`src/rtl/cpu_tick_ctrl_pkg.sv`:
```
// -----------------------------------------------------------------------------
// cpu_tick_pkg
// Shared encodings for the CPU tick controller.
//   tick_state_e         : operating mode / FSM state, 2-bit, shown on the LEDs
//   DEBOUNCE_CYC_DEFAULT : button stable time in clk cycles (10 ms at 50 MHz)
// -----------------------------------------------------------------------------
package cpu_tick_pkg;

  typedef enum logic [1:0] {
    HALT = 2'b00,
    RUN  = 2'b01,
    STEP = 2'b10,
    FAST = 2'b11
  } tick_state_e;

  localparam int DEBOUNCE_CYC_DEFAULT = 500000;

endpackage : cpu_tick_pkg

```
`src/rtl/cpu_tick_ctrl_if.sv`:
```
// -----------------------------------------------------------------------------
// cpu_tick_ctrl_if
// Control/status bundle between the tick controller and the CPU/board glue.
//   mode      : requested mode (HALT/RUN/STEP/FAST), sampled every cycle
//   div       : run divisor, 0 behaves as 1
//   tick      : one-cycle CPU clock-enable pulse
//   heartbeat : toggles on every tick
//   tick_cnt  : ticks issued, wraps modulo 2^CNT_W
//   state     : current state for the LEDs
// Modports: master = tick controller, slave = consumer of the ticks.
// -----------------------------------------------------------------------------
interface cpu_tick_ctrl_if
  import cpu_tick_pkg::*;
#(
  parameter int DIV_W = 26,
  parameter int CNT_W = 16
);

  tick_state_e        mode;
  logic [DIV_W-1:0]   div;
  logic               tick;
  logic               heartbeat;
  logic [CNT_W-1:0]   tick_cnt;
  tick_state_e        state;

  modport master (
    input  mode, div,
    output tick, heartbeat, tick_cnt, state
  );

  modport slave (
    output mode, div,
    input  tick, heartbeat, tick_cnt, state
  );

endinterface : cpu_tick_ctrl_if

```
`src/rtl/cpu_tick_ctrl_btn_debounce.sv`:
```
// -----------------------------------------------------------------------------
// btn_debounce
// Two-flop synchroniser, stable-time debounce counter and registered
// rising-edge pulse for a raw mechanical push button.
//   clk_i   : clock
//   reset_i : synchronous, active-high reset
//   btn_i   : raw asynchronous button, active-high
//   rise_o  : one-cycle pulse, one cycle after the debounced level rises
// The debounced level follows the synchronised input only after it has
// differed from the level for DEBOUNCE_CYC consecutive cycles.
// -----------------------------------------------------------------------------
module btn_debounce
  import cpu_tick_pkg::*;
#(
  parameter int DEBOUNCE_CYC = DEBOUNCE_CYC_DEFAULT
) (
  input  logic clk_i,
  input  logic reset_i,
  input  logic btn_i,
  output logic rise_o
);

  localparam int            DB_W    = (DEBOUNCE_CYC > 1) ? $clog2(DEBOUNCE_CYC) : 1;
  localparam logic [DB_W-1:0] DB_LAST = DB_W'(DEBOUNCE_CYC - 1);

  logic            sync1_q, sync2_q;
  logic            level_q, level_d;
  logic            level_prev_q;
  logic            rise_q;
  logic [DB_W-1:0] db_cnt_q, db_cnt_d;

  // Counter restarts whenever the input agrees with the current level, so
  // only an uninterrupted disagreement of DEBOUNCE_CYC cycles flips it.
  always_comb begin
    // NOTE: every combinational output gets a default first, so no path can
    // leave it unassigned and infer a latch.
    level_d  = level_q;
    db_cnt_d = '0;
    if (sync2_q != level_q) begin
      if (db_cnt_q == DB_LAST) begin
        level_d = sync2_q;
      end else begin
        db_cnt_d = db_cnt_q + 1'b1;
      end
    end
  end

  // NOTE: sequential state uses non-blocking assignments so every flop samples
  // pre-edge values; this is what makes sync1 -> sync2 two real stages.
  always_ff @(posedge clk_i) begin
    if (reset_i) begin
      sync1_q      <= 1'b0;
      sync2_q      <= 1'b0;
      level_q      <= 1'b0;
      level_prev_q <= 1'b0;
      rise_q       <= 1'b0;
      db_cnt_q     <= '0;
    end else begin
      sync1_q      <= btn_i;
      sync2_q      <= sync1_q;
      level_q      <= level_d;
      level_prev_q <= level_q;
      rise_q       <= level_q & ~level_prev_q;
      db_cnt_q     <= db_cnt_d;
    end
  end

  assign rise_o = rise_q;

endmodule : btn_debounce

```
`src/rtl/cpu_tick_ctrl.sv`:
```
// -----------------------------------------------------------------------------
// cpu_tick_ctrl
// Clock-enable generator for the single-cycle MIPS core. The CPU runs on the
// 50 MHz board clock and advances only when tick is high.
//   clk_i      : board clock (MAX10_CLK1_50)
//   reset_i    : synchronous, active-high reset
//   step_btn_i : raw single-step push button, active-high
//   bus        : cpu_tick_ctrl_if.master (mode, div in; tick, heartbeat,
//                tick_cnt, state out)
// Modes: HALT no ticks; RUN one tick every max(div,1) cycles; FAST a tick
// every cycle; STEP one tick per debounced button press.
// Optional: define CPU_TICK_BURST_EN to make each STEP press issue a burst of
// BURST_LEN ticks spaced by the run divisor.
// -----------------------------------------------------------------------------
module cpu_tick_ctrl
  import cpu_tick_pkg::*;
#(
  parameter int DIV_W        = 26,
  parameter int DEBOUNCE_CYC = DEBOUNCE_CYC_DEFAULT,
  parameter int CNT_W        = 16,
  parameter int BURST_LEN    = 8
) (
  input  logic             clk_i,
  input  logic             reset_i,
  input  logic             step_btn_i,
  cpu_tick_ctrl_if.master  bus
);

  if (BURST_LEN < 1) begin : g_bad_burst_len
    $error("cpu_tick_ctrl: BURST_LEN must be at least 1");
  end

  tick_state_e      state_q, state_d;
  logic [DIV_W-1:0] run_cnt_q, run_cnt_d;
  logic [DIV_W-1:0] div_m1;
  logic             tick_q, tick_d;
  logic             heartbeat_q, heartbeat_d;
  logic [CNT_W-1:0] tick_cnt_q, tick_cnt_d;
  logic             step_req;

`ifdef CPU_TICK_BURST_EN
  localparam int               BURST_W    = (BURST_LEN > 1) ? $clog2(BURST_LEN) : 1;
  localparam logic [BURST_W-1:0] BURST_LAST = BURST_W'(BURST_LEN - 1);
  // Ticks still owed by the current burst; zero means no burst in progress.
  logic [BURST_W-1:0] burst_rem_q, burst_rem_d;
`endif

  btn_debounce #(
    .DEBOUNCE_CYC (DEBOUNCE_CYC)
  ) u_btn_debounce (
    .clk_i   (clk_i),
    .reset_i (reset_i),
    .btn_i   (step_btn_i),
    .rise_o  (step_req)
  );

  // Terminal count d-1 with div==0 folded onto d=1.
  assign div_m1 = (bus.div == '0) ? '0 : bus.div - 1'b1;

  // The state being entered (state_d) decides whether the registered tick
  // fires, so a mode change cancels any tick the old mode had pending.
  // The run counter only advances while both the current and next state
  // agree, which clears it on every entry and exit.
  always_comb begin
    state_d   = bus.mode;
    run_cnt_d = '0;
    tick_d    = 1'b0;
`ifdef CPU_TICK_BURST_EN
    burst_rem_d = '0;
`endif

    unique case (state_d)
      HALT: ;
      FAST: tick_d = 1'b1;
      RUN: begin
        if (state_q == RUN) begin
          // >= rather than == so a divisor shrunk below the count fires now.
          if (run_cnt_q >= div_m1) begin
            tick_d = 1'b1;
          end else begin
            run_cnt_d = run_cnt_q + 1'b1;
          end
        end
      end
      STEP: begin
`ifdef CPU_TICK_BURST_EN
        if (state_q == STEP) begin
          if (burst_rem_q != '0) begin
            burst_rem_d = burst_rem_q;
            if (run_cnt_q >= div_m1) begin
              tick_d      = 1'b1;
              burst_rem_d = burst_rem_q - 1'b1;
            end else begin
              run_cnt_d = run_cnt_q + 1'b1;
            end
          end else if (step_req) begin
            tick_d      = 1'b1;
            burst_rem_d = BURST_LAST;
          end
        end
`else
        if (state_q == STEP && step_req) begin
          tick_d = 1'b1;
        end
`endif
      end
      default: ;
    endcase

    tick_cnt_d  = tick_d ? tick_cnt_q + 1'b1 : tick_cnt_q;
    heartbeat_d = heartbeat_q ^ tick_d;
  end

  always_ff @(posedge clk_i) begin
    if (reset_i) begin
      state_q     <= HALT;
      run_cnt_q   <= '0;
      tick_q      <= 1'b0;
      heartbeat_q <= 1'b0;
      tick_cnt_q  <= '0;
`ifdef CPU_TICK_BURST_EN
      burst_rem_q <= '0;
`endif
    end else begin
      state_q     <= state_d;
      run_cnt_q   <= run_cnt_d;
      tick_q      <= tick_d;
      heartbeat_q <= heartbeat_d;
      tick_cnt_q  <= tick_cnt_d;
`ifdef CPU_TICK_BURST_EN
      burst_rem_q <= burst_rem_d;
`endif
    end
  end

  assign bus.tick      = tick_q;
  assign bus.heartbeat = heartbeat_q;
  assign bus.tick_cnt  = tick_cnt_q;
  assign bus.state     = state_q;

endmodule : cpu_tick_ctrl
```
`src/flat_wrapper.sv`:
```
// flat-port wrapper written by rule: the top's interface ports become plain ports
module cpu_tick_ctrl_flat import cpu_tick_pkg::*;
#(
  parameter int DIV_W        = 26,
  parameter int DEBOUNCE_CYC = DEBOUNCE_CYC_DEFAULT,
  parameter int CNT_W        = 16,
  parameter int BURST_LEN    = 8
)
  (clk_i, reset_i, step_btn_i, bus_mode, bus_div, bus_tick, bus_heartbeat, bus_tick_cnt, bus_state);
  cpu_tick_ctrl_if #(.DIV_W(DIV_W), .CNT_W(CNT_W)) bus_i ();
  input  logic clk_i;
  input  logic reset_i;
  input  logic step_btn_i;
  input wire logic [$bits(bus_i.mode)-1:0] bus_mode;
  input wire logic [$bits(bus_i.div)-1:0] bus_div;
  output wire logic [$bits(bus_i.tick)-1:0] bus_tick;
  output wire logic [$bits(bus_i.heartbeat)-1:0] bus_heartbeat;
  output wire logic [$bits(bus_i.tick_cnt)-1:0] bus_tick_cnt;
  output wire logic [$bits(bus_i.state)-1:0] bus_state;
  assign bus_i.mode = bus_mode;
  assign bus_i.div = bus_div;
  assign bus_tick = bus_i.tick;
  assign bus_heartbeat = bus_i.heartbeat;
  assign bus_tick_cnt = bus_i.tick_cnt;
  assign bus_state = bus_i.state;
  cpu_tick_ctrl #(.DIV_W(DIV_W), .DEBOUNCE_CYC(DEBOUNCE_CYC), .CNT_W(CNT_W), .BURST_LEN(BURST_LEN)) u_core (.clk_i(clk_i), .reset_i(reset_i), .step_btn_i(step_btn_i), .bus(bus_i));
endmodule
```
`config.mk`:
```
export PLATFORM = sky130hd
export DESIGN_NAME = cpu_tick_ctrl_flat
export DESIGN_NICKNAME = d
export VERILOG_FILES = /design/src/rtl/cpu_tick_ctrl_pkg.sv /design/src/rtl/cpu_tick_ctrl_if.sv /design/src/rtl/cpu_tick_ctrl_btn_debounce.sv /design/src/rtl/cpu_tick_ctrl.sv /design/src/flat_wrapper.sv
export SDC_FILE = /design/constraint.sdc
export NUM_CORES = 1
export LEC_CHECK = 0
export CORE_MARGIN = 2
export CORE_UTILIZATION = 40
export DETAILED_ROUTE_END_ITERATION = 8
export SETUP_SLACK_MARGIN = 0.15
export SLEW_MARGIN = 20
export SYNTH_ARGS = -nofsm -noshare
export SYNTH_HDL_FRONTEND = slang
export SYNTH_SLANG_ARGS = --single-unit
```
`constraint.sdc`:
```
create_clock -name clk_i -period 6 [get_ports clk_i]
set_clock_uncertainty 0.2 [all_clocks]
set_input_delay 1.2 -clock clk_i [delete_from_list [all_inputs] [get_ports clk_i]]
set_output_delay 1.2 -clock clk_i [all_outputs]
set_load 0.01 [all_outputs]
```
# == After elaboration in Yosys (flattened, before gate mapping) ==
# Cells that the tools add are included.
# word_totals
ff_bits,70
latch_bits,0
ramBits,0
romBits,0
inputBits,31
out_inout_bits,20
wordCells,39
n_memories,0
# classes
add_sub_neg,4
n_mul,0
n_div,0
n_lt_le_gt_ge,1
n_eq_ne,7
shift,0
muxes,5
bitwise_logic,6
n_reduce_logical,5
# op_table
cell,count
"26-bit by 1-bit adder with 26-bit output, second input constant",1
26-bit >= comparator,1
26-bit logical NOT,1
26-bit two-way mux,1
"26-bit by 1-bit subtractor with 26-bit output, second input constant",1
"19-bit by 1-bit adder with 19-bit output, second input constant",1
"19-bit == test, second input constant",1
"16-bit by 1-bit adder with 16-bit output, second input constant",1
"2-bit == test, second input constant",3
"2-bit by 1-bit == test with 1-bit output, second input constant",2
1-bit NOT,4
4-bit OR reduction,1
1-bit two-way mux,3
1-bit one-hot mux with 3 select lines,1
3-bit OR reduction,1
2-bit AND reduction,1
1-bit bitwise AND,1
1-bit logical AND,1
1-bit inequality test,1
1-bit XOR,1

# == Depth between registers and ports, before layout ==
# depth
depth_word,7
ltp_mapped,18

# == Hierarchy ==
# A second synthesis with hierarchy kept.
# hier_totals
hier_cells,544
area_unflattened_um2,4406.7
# modules_own_cells
module,n_inst,cells_each,area_per_inst_um2
cpu_tick_ctrl,1,433,3387.0
btn_debounce,1,111,1019.7

# == Least setup slack after synthesis ==
# OpenSTA, ideal clock, no wires.
# synth_timing
path_kind,input -> register
startpoint,in bus_div[1]
endpoint,reg u_core.tick_cnt_q[11] (netlist: u_core.bus.tick_cnt[11])
setup_ns,0.121
arrival_ns,4.675
slack_ns,1.004
path_stages,15
n_path_buf,0
path_cell_list,or4_1 > nor2_1 > nand3_2 > or2_4 > nor4_1 > xor2_1 > nand2_1 > ha_1 > nand4_1 > nor3_1 > and4_1 > o41a_1 > o21ai_2 > a2111oi_0 > mux2_2
# synth_via
elab_chain_cells,6
elab_cells_between_ends,7
# synth_rtl
item,line,rtl
"start, declared",flat_wrapper.sv:15,input wire logic [$bits(bus_i.div)-1:0] bus_div;
26-bit by 1-bit subtractor with 26-bit output / 26-bit logical NOT (equally long branches),cpu_tick_ctrl.sv:58,assign div_m1 = (bus.div == '0) ? '0 : bus.div - 1'b1;
26-bit two-way mux (*),cpu_tick_ctrl.sv:58,
26-bit >= comparator (*),cpu_tick_ctrl.sv:78,if (run_cnt_q >= div_m1) begin
1-bit two-way mux (*),cpu_tick_ctrl.sv:78,
1-bit two-way mux (*),cpu_tick_ctrl.sv:76,if (state_q == RUN) begin
1-bit one-hot mux with 3 select lines (*),cpu_tick_ctrl.sv:72,unique case (state_d)
"end signal, assigned",cpu_tick_ctrl.sv:129,tick_cnt_q <= tick_cnt_d;
"end, declared",cpu_tick_ctrl.sv:38,"logic [CNT_W-1:0] tick_cnt_q, tick_cnt_d;"
# Mark *: on every way between the ends. The rest lies on a longest branch, timed or not.
# A chain may end at the register's enable or synchronous reset.

# == Worst setup path in the final report ==
# layout_timing
startpoint,in bus_div[1]
endpoint,reg u_core.tick_cnt_q[7] (netlist: u_core.bus.tick_cnt[7])
# Same word-level chain as after synthesis.

==> run metrics <==
Max clock buf depth 2; worst setup margin around 0.38 ns; Ys Warns 0; hold-critical path depth 1; CP Data Required Time just over 6 ns; num rows 37; via count 3,564; vias in the first global route 3,295; CTS tree built; Finished Layout Cells 698; die width 107 um; async set-reset flop share out of synthesis 0; Placed Instances 684; first-pass GRT wire length 15,100 um; status finished, final reports clean; crit end category flip-flop; clock insertion delay at the later pin of the skew report between 0.3 and 0.4 ns; fin nets 620; endpoints failing hold 0; pre-CTS worst setup slack 0.0661 ns; CTS clock-pin slew for the worst setup and hold paths 0.07 ns; Core Area approximately 10,000 um^2; routed length per instance 12.7 um; gpl congestion 0.782; I/O pin count 51; number of flops mapped to enable cells by yosys 0; Worst Tran Pin Value 0.723 ns; Hold-fix buffers, CTS 0; Synth Area in Compound Gates 0.0793; Max IR drop VDD 0.117 mV; Final min period 5.62 ns; mapped cell area roughly 4200 um^2; total chip power 0.924 mW; Gate Count Post-Synth 505; Final Instance Area 5070 um^2; fin crit share 0.937; proportion of layout cells with a drive suffix above 1 0.0783; vias per inst between 5 and 6; # DRC 0; Max-slew headroom 0.518; area delta synth->final 20.4%; most frequent cells in the layout nor2_1 (88), dfxtp_1 (70), clkdlybuf4s50_1 (50), nand2_1 (44), xor2_1 (40); register bit total from synthesis 70; Placed Area 4870 um^2; final setup violation count 0; most common cell after layout, fill and taps aside nor2_1; CTS buffer count 9; fmax ~0.18 GHz; largest net degree at the start of global routing between 40 and 50; Seq/Total Area, Yosys 0.333; Final ANT Viol Nets 0; H-Tree Depth 3; Iter 0 DRT Violations 90; max-slew violation count 0; initial antenna violation count 0; RSZ-0062 raised after global routing yes; gr ovfl total 0; post-synthesis simple-gate area fraction 0.305; die height roughly 110 um; Main synth FF type dfxtp_1; syn_nets 566; mux cell area share after synthesis 0.0422; First-pass DRT Iterations 4; number of max-cap violations 0; largest family of logic cells by synthesized area simple AND/OR/NAND/NOR gates; cells on worst reg2reg path 8; clk sink count 70; HPWL after detailed placement 6510 um; Distinct cells, synth 53; type of the worst setup path primary input to flip-flop; Avg Cell Area, Syn about 8.3 um^2; Antenna diodes 0; root buf cell clkbuf_8; final WL 8900 um; PD cells between 150 and 200 nW/um^2; Initial Utilization 0.410; area of the die 11,400 um^2; XOR/XNOR share of the synthesized area 0.127; IO buf count 50; min-delay worst type flip-flop to flip-flop; adder-cell share of the synthesized area 0.0891; crit path launch type primary input; Total GRT Usage 0.162; crit path max fanout 14; crit path DAT 5.66 ns; total leakage power 1.92 nW; setup TNS 0 ns
-- routing by layer --
layer / share of wire / vias up / global-route usage
met2: 0.42 / 61 / 0.244
met1: 0.52 / 1619 / 0.228
met3: 0.041 / 12 / 0.0249
met5: 0 / - / 0
met4: 0.017 / 0 / 0.0696
li1: - / 1872 / -
-- power by group --
group          internal [mW]  switching, mW  total (mW)
combinational         0.0400         0.0387      0.0787
sequential             0.468        0.00288       0.471
clock                  0.211          0.164       0.375
-- registers in the layout (all words and copies together) (netlist names) --
register                            flops
u_core.u_btn_debounce.level_q           1
u_core.u_btn_debounce.sync2_q           1
u_core.u_btn_debounce.sync1_q           1
u_core.u_btn_debounce.rise_o            1
u_core.bus.state                        2
u_core.bus.tick                         1
u_core.bus.heartbeat                    1
u_core.bus.tick_cnt                    16
u_core.run_cnt_q                       26
u_core.u_btn_debounce.db_cnt_q         19
u_core.u_btn_debounce.level_prev_q      1
-- worst paths after layout --
| kind | startpoint | to | slack, ns |
|---|---|---|---|
| worst min-delay path | u_core.u_btn_debounce.level_prev_q | u_core.u_btn_debounce.rise_o | 0.21 |
| worst min register to register | u_core.u_btn_debounce.level_prev_q | u_core.u_btn_debounce.rise_o | 0.21 |
| worst max register to register | u_core.run_cnt_q[23] | u_core.bus.tick_cnt[7] | 2.99 |
| worst max-delay path | bus_div[1] | u_core.bus.tick_cnt[7] | 0.38 |
-- per-stage QoR --
step           hold slack, ns  utilization
3_5_place_dp            0.191        0.474
4_1_cts                 0.205        0.493
5_1_grt                 0.226        0.494
6_report                0.205        0.494
2_1_floorplan           0.167            -
3_3_place_gp            0.186        0.474
-- critical path, stage by stage --
cell             delay [ns]
clkdlybuf4s50_1        0.44
or4_1                  0.61
nor2_1                 0.20
nand3_2                0.12
or2_4                  0.26
nor4_1                 0.24
xor2_1                 0.18
nand2_1                0.07
ha_1                   0.29
nand4_1                0.15
nor3_1                 0.31
and4_1                 0.23
o41a_1                 0.23
o21ai_2                0.22
a2111oi_0              0.52
mux2_2                 0.38
-- repair_timing --
item / 4_1_cts / 5_1_grt
gates resized for setup: 0 / 5
endpoints found under the setup margin: 0 / 6
buffers inserted: 0 / 0
-- layout make-up --
type	instances	area, um^2
fill	1001	5200
clock buffer	13	159
sequential	70	1400
timing repair buffer	57	553
multi-input combinational	409	2720
inverter	12	45.0
clock inverter	1	30.0
tap	136	170
-- kinds of logic (layout without fill, tap and decap cells) --
logic type | count (synthesis) | count (layout)
XOR/XNOR | 61 | 61
AND/OR/NAND/NOR | 255 | 255
adder cells (fa/ha/maj) | 30 | 30
buffers and inverters | 26 | 83
multiplexers | 16 | 16
flip-flops | 70 | 70
AO/OA/AOI/OAI | 47 | 47
-- cells in the mapped netlist, types with 2 or more instances --
cell       number  area (um^2)
a21oi_1        10         50.1
inv_1          12         45.0
nor3_1         15         75.1
buf_2           2         10.0
mux2_2         14          158
nor4_1          6         37.5
ha_1           30          375
nor2_1         88          330
clkbuf_1       10         37.5
xnor2_1        21          184
or2_4           2         17.5
a21boi_0        2         15.0
a21o_1          2         15.0
o2bb2ai_1       3         26.3
nor2b_1        20          125
and3_1          7         43.8
nor4b_1         3         26.3
o21ai_0         5         25.0
a211oi_1        8         60.1
or3_1           3         18.8
mux2i_1         2         20.0
o21a_1          2         15.0
nand4_1        19          119
nand2b_1        2         12.5
nand3_1        26          130
or4_1           5         37.5
and4_1          3         26.3
a2111oi_0       6         52.6
nand2_1        44          165
dfxtp_1        70         1400
xor2_1         40          350
nand3b_1        2         15.0
No activity file was read; power rests on OpenSTA's default activity.
==> edit (same settings) <==
`DIV_W` is set to 26 in 3 places; all go to 18.
--- a/src/rtl/cpu_tick_ctrl_if.sv
+++ b/src/rtl/cpu_tick_ctrl_if.sv
@@ -14,3 +14,3 @@
 #(
-  parameter int DIV_W = 26,
+  parameter int DIV_W = 18,
   parameter int CNT_W = 16
--- a/src/rtl/cpu_tick_ctrl.sv
+++ b/src/rtl/cpu_tick_ctrl.sv
@@ -17,3 +17,3 @@
 #(
-  parameter int DIV_W        = 26,
+  parameter int DIV_W        = 18,
   parameter int DEBOUNCE_CYC = DEBOUNCE_CYC_DEFAULT,
--- a/src/flat_wrapper.sv
+++ b/src/flat_wrapper.sv
@@ -3,3 +3,3 @@
 #(
-  parameter int DIV_W        = 26,
+  parameter int DIV_W        = 18,
   parameter int DEBOUNCE_CYC = DEBOUNCE_CYC_DEFAULT,
Interface: changed (resized bus_div); port bits go from 51 to 43. No check against the original RTL was run, so the function may have changed too.
==> edit against the original RTL <==
  * Combinational power shrank 16%
  * Critical endpoint is now u_core.bus.tick_cnt[15]
  * Cell area down 16%
  * Power fell by 6.7%
  * Sequential power down 11%
  * Setup slack better by 0.47 ns
  * Via count fell by 18%
  * First-iteration DRC count fell by 13%
  * Critical path type unchanged
  * Area after synthesis shrank 15%
  * Wire length shrank 19%
  * Sequential cell count decreased by 8
==> edit: results (changes against the original RTL) <==
[outcome]
status = complete, no violations  ; unchanged

[global_route]
grtUsageTotal_pct = 15.6  ; was 16.2%
grt_pass1_vias = 2804  ; was 3295
grt_max_degree = 33  ; was 41
grtUsageMet1_pct = 20.4  ; was 22.8%
grt_first_pass_wirelength_um = 12500  ; was 15100 um
use_met3_pct = 4.11  ; was 2.49%

[pwr]
switchingPower_mw = 0.204  ; was 0.206 mW
p_comb_mw = 0.0664  ; was 0.0787 mW
leakagePower_nw = 1.51  ; was 1.92 nW
p_total_mw = 0.863  ; was 0.924 mW
clockPowerShare_pct = 44.0  ; was 40.6%

[route]
drt_iter0_markers = 78  ; was 90
wl_met2_um = 3220  ; was 3770 um
wl_per_cell_um = 12.7  ; about the same
wl_met1_um = 3610  ; was 4610 um
via_per_inst = 5.18  ; was 5.11

[logic_synthesis]
ys_types = 50  ; was 53
netlist_top_cells_area = dfxtp_1 (35%), ha_1 (8.0%), xor2_1 (6.8%)  ; was dfxtp_1 (33%), ha_1 (8.9%), xor2_1 (8.3%)
synth_fp_nets = 456  ; was 566
synth_common_cells = dfxtp_1 (62), nor2_1 (41), nand2_1 (39)  ; was nor2_1 (88), dfxtp_1 (70), nand2_1 (44)
synth-seq-area-share_pct = 34.6  ; was 33.3%
syn_avg_cell_area_um2 = 8.76  ; was 8.34 um2

[finish]
fill_cells = 837  ; was 1001
largest_register_ffs = 19  ; was 26
regMostFlops = u_core.u_btn_debounce.db_cnt_q  ; was u_core.run_cnt_q
finalNonFillerCells = 564  ; was 698
nets = 497  ; was 620

[setup_path]
cp_max_fo = 24  ; was 14
arrival_ns = 5.13  ; was 5.66 ns
rr_startpoint = u_core.run_cnt_q[15]  ; was u_core.run_cnt_q[23]

[placed_design]
post_dp_cell_area_mm2 = 0.00407  ; was 0.00487 mm2
place.gp.congestion = 0.813  ; was 0.782
preCtsSetupSlack_ns = 0.475  ; was 0.0661 ns
hpwl_um = 5340  ; was 6510 um
place_inst = 548  ; was 684

[clock_tree]
clk_path_buf_depth = 2  ; unchanged

[min_path]
hold_class = register to register  ; unchanged

[timing]
worstMarginPinSlew_ns = 1.04  ; was 0.723 ns

[run]
maxCapViolations = 0  ; unchanged

-- edit: cell types whose count changed after synthesis, moves of 9 or more --
cell,delta
mux2_2,-14
nor2_1,-47
a21oi_1,+10
xor2_1,-12
nor2b_1,-9
o31ai_1,+12
-- edit: worst max-delay path: stages --
cell and delay, ns:
clkdlybuf4s50_1 0.44, nor4_1 0.40, nand2b_1 0.17, nand4b_1 0.39
buf_4 0.28, nand2_1 0.07, ha_1 0.25, a21oi_1 0.16
o21ai_0 0.13, a22o_1 0.24, a311oi_4 0.91, buf_4 0.32
or4_1 0.13, a21oi_1 0.06
-- edit: worst paths after layout --
path	slack (ns)	cells after the start	end
min	0.19	1	u_core.u_btn_debounce.rise_o
max	0.85	14	u_core.bus.tick_cnt[15]
max reg2reg	2.93	8	u_core.bus.tick_cnt[15]
min reg2reg	0.19	1	u_core.u_btn_debounce.rise_o
-- edit: cell type report --
type	instances	area, um2	area share, %
Multi-Input combinational cell	327	2230	52.2
Tap cell	108	135	3.16
Timing Repair Buffer	44	435	10.2
Sequential cell	62	1240	29.0
Inverter	7	26.3	0.614
Clock inverter	5	57.6	1.34
Clock buffer	11	151	3.54
-- edit: kinds of logic (layout without fill, tap and decap cells) --
| kind of cell | count (synthesis) | in the layout | share of synthesized area (%) |
|---|---|---|---|
| AND/OR/NAND/NOR | 199 | 199 | 31.3 |
| flip-flops | 62 | 62 | 34.6 |
| AO/OA/AOI/OAI | 54 | 54 | 9.97 |
| XOR/XNOR | 49 | 49 | 12.0 |
| adder cells (fa/ha/maj) | 23 | 23 | 8.02 |
| buffers and inverters | 21 | 67 | 3.49 |
| multiplexers | 2 | 2 | 0.697 |
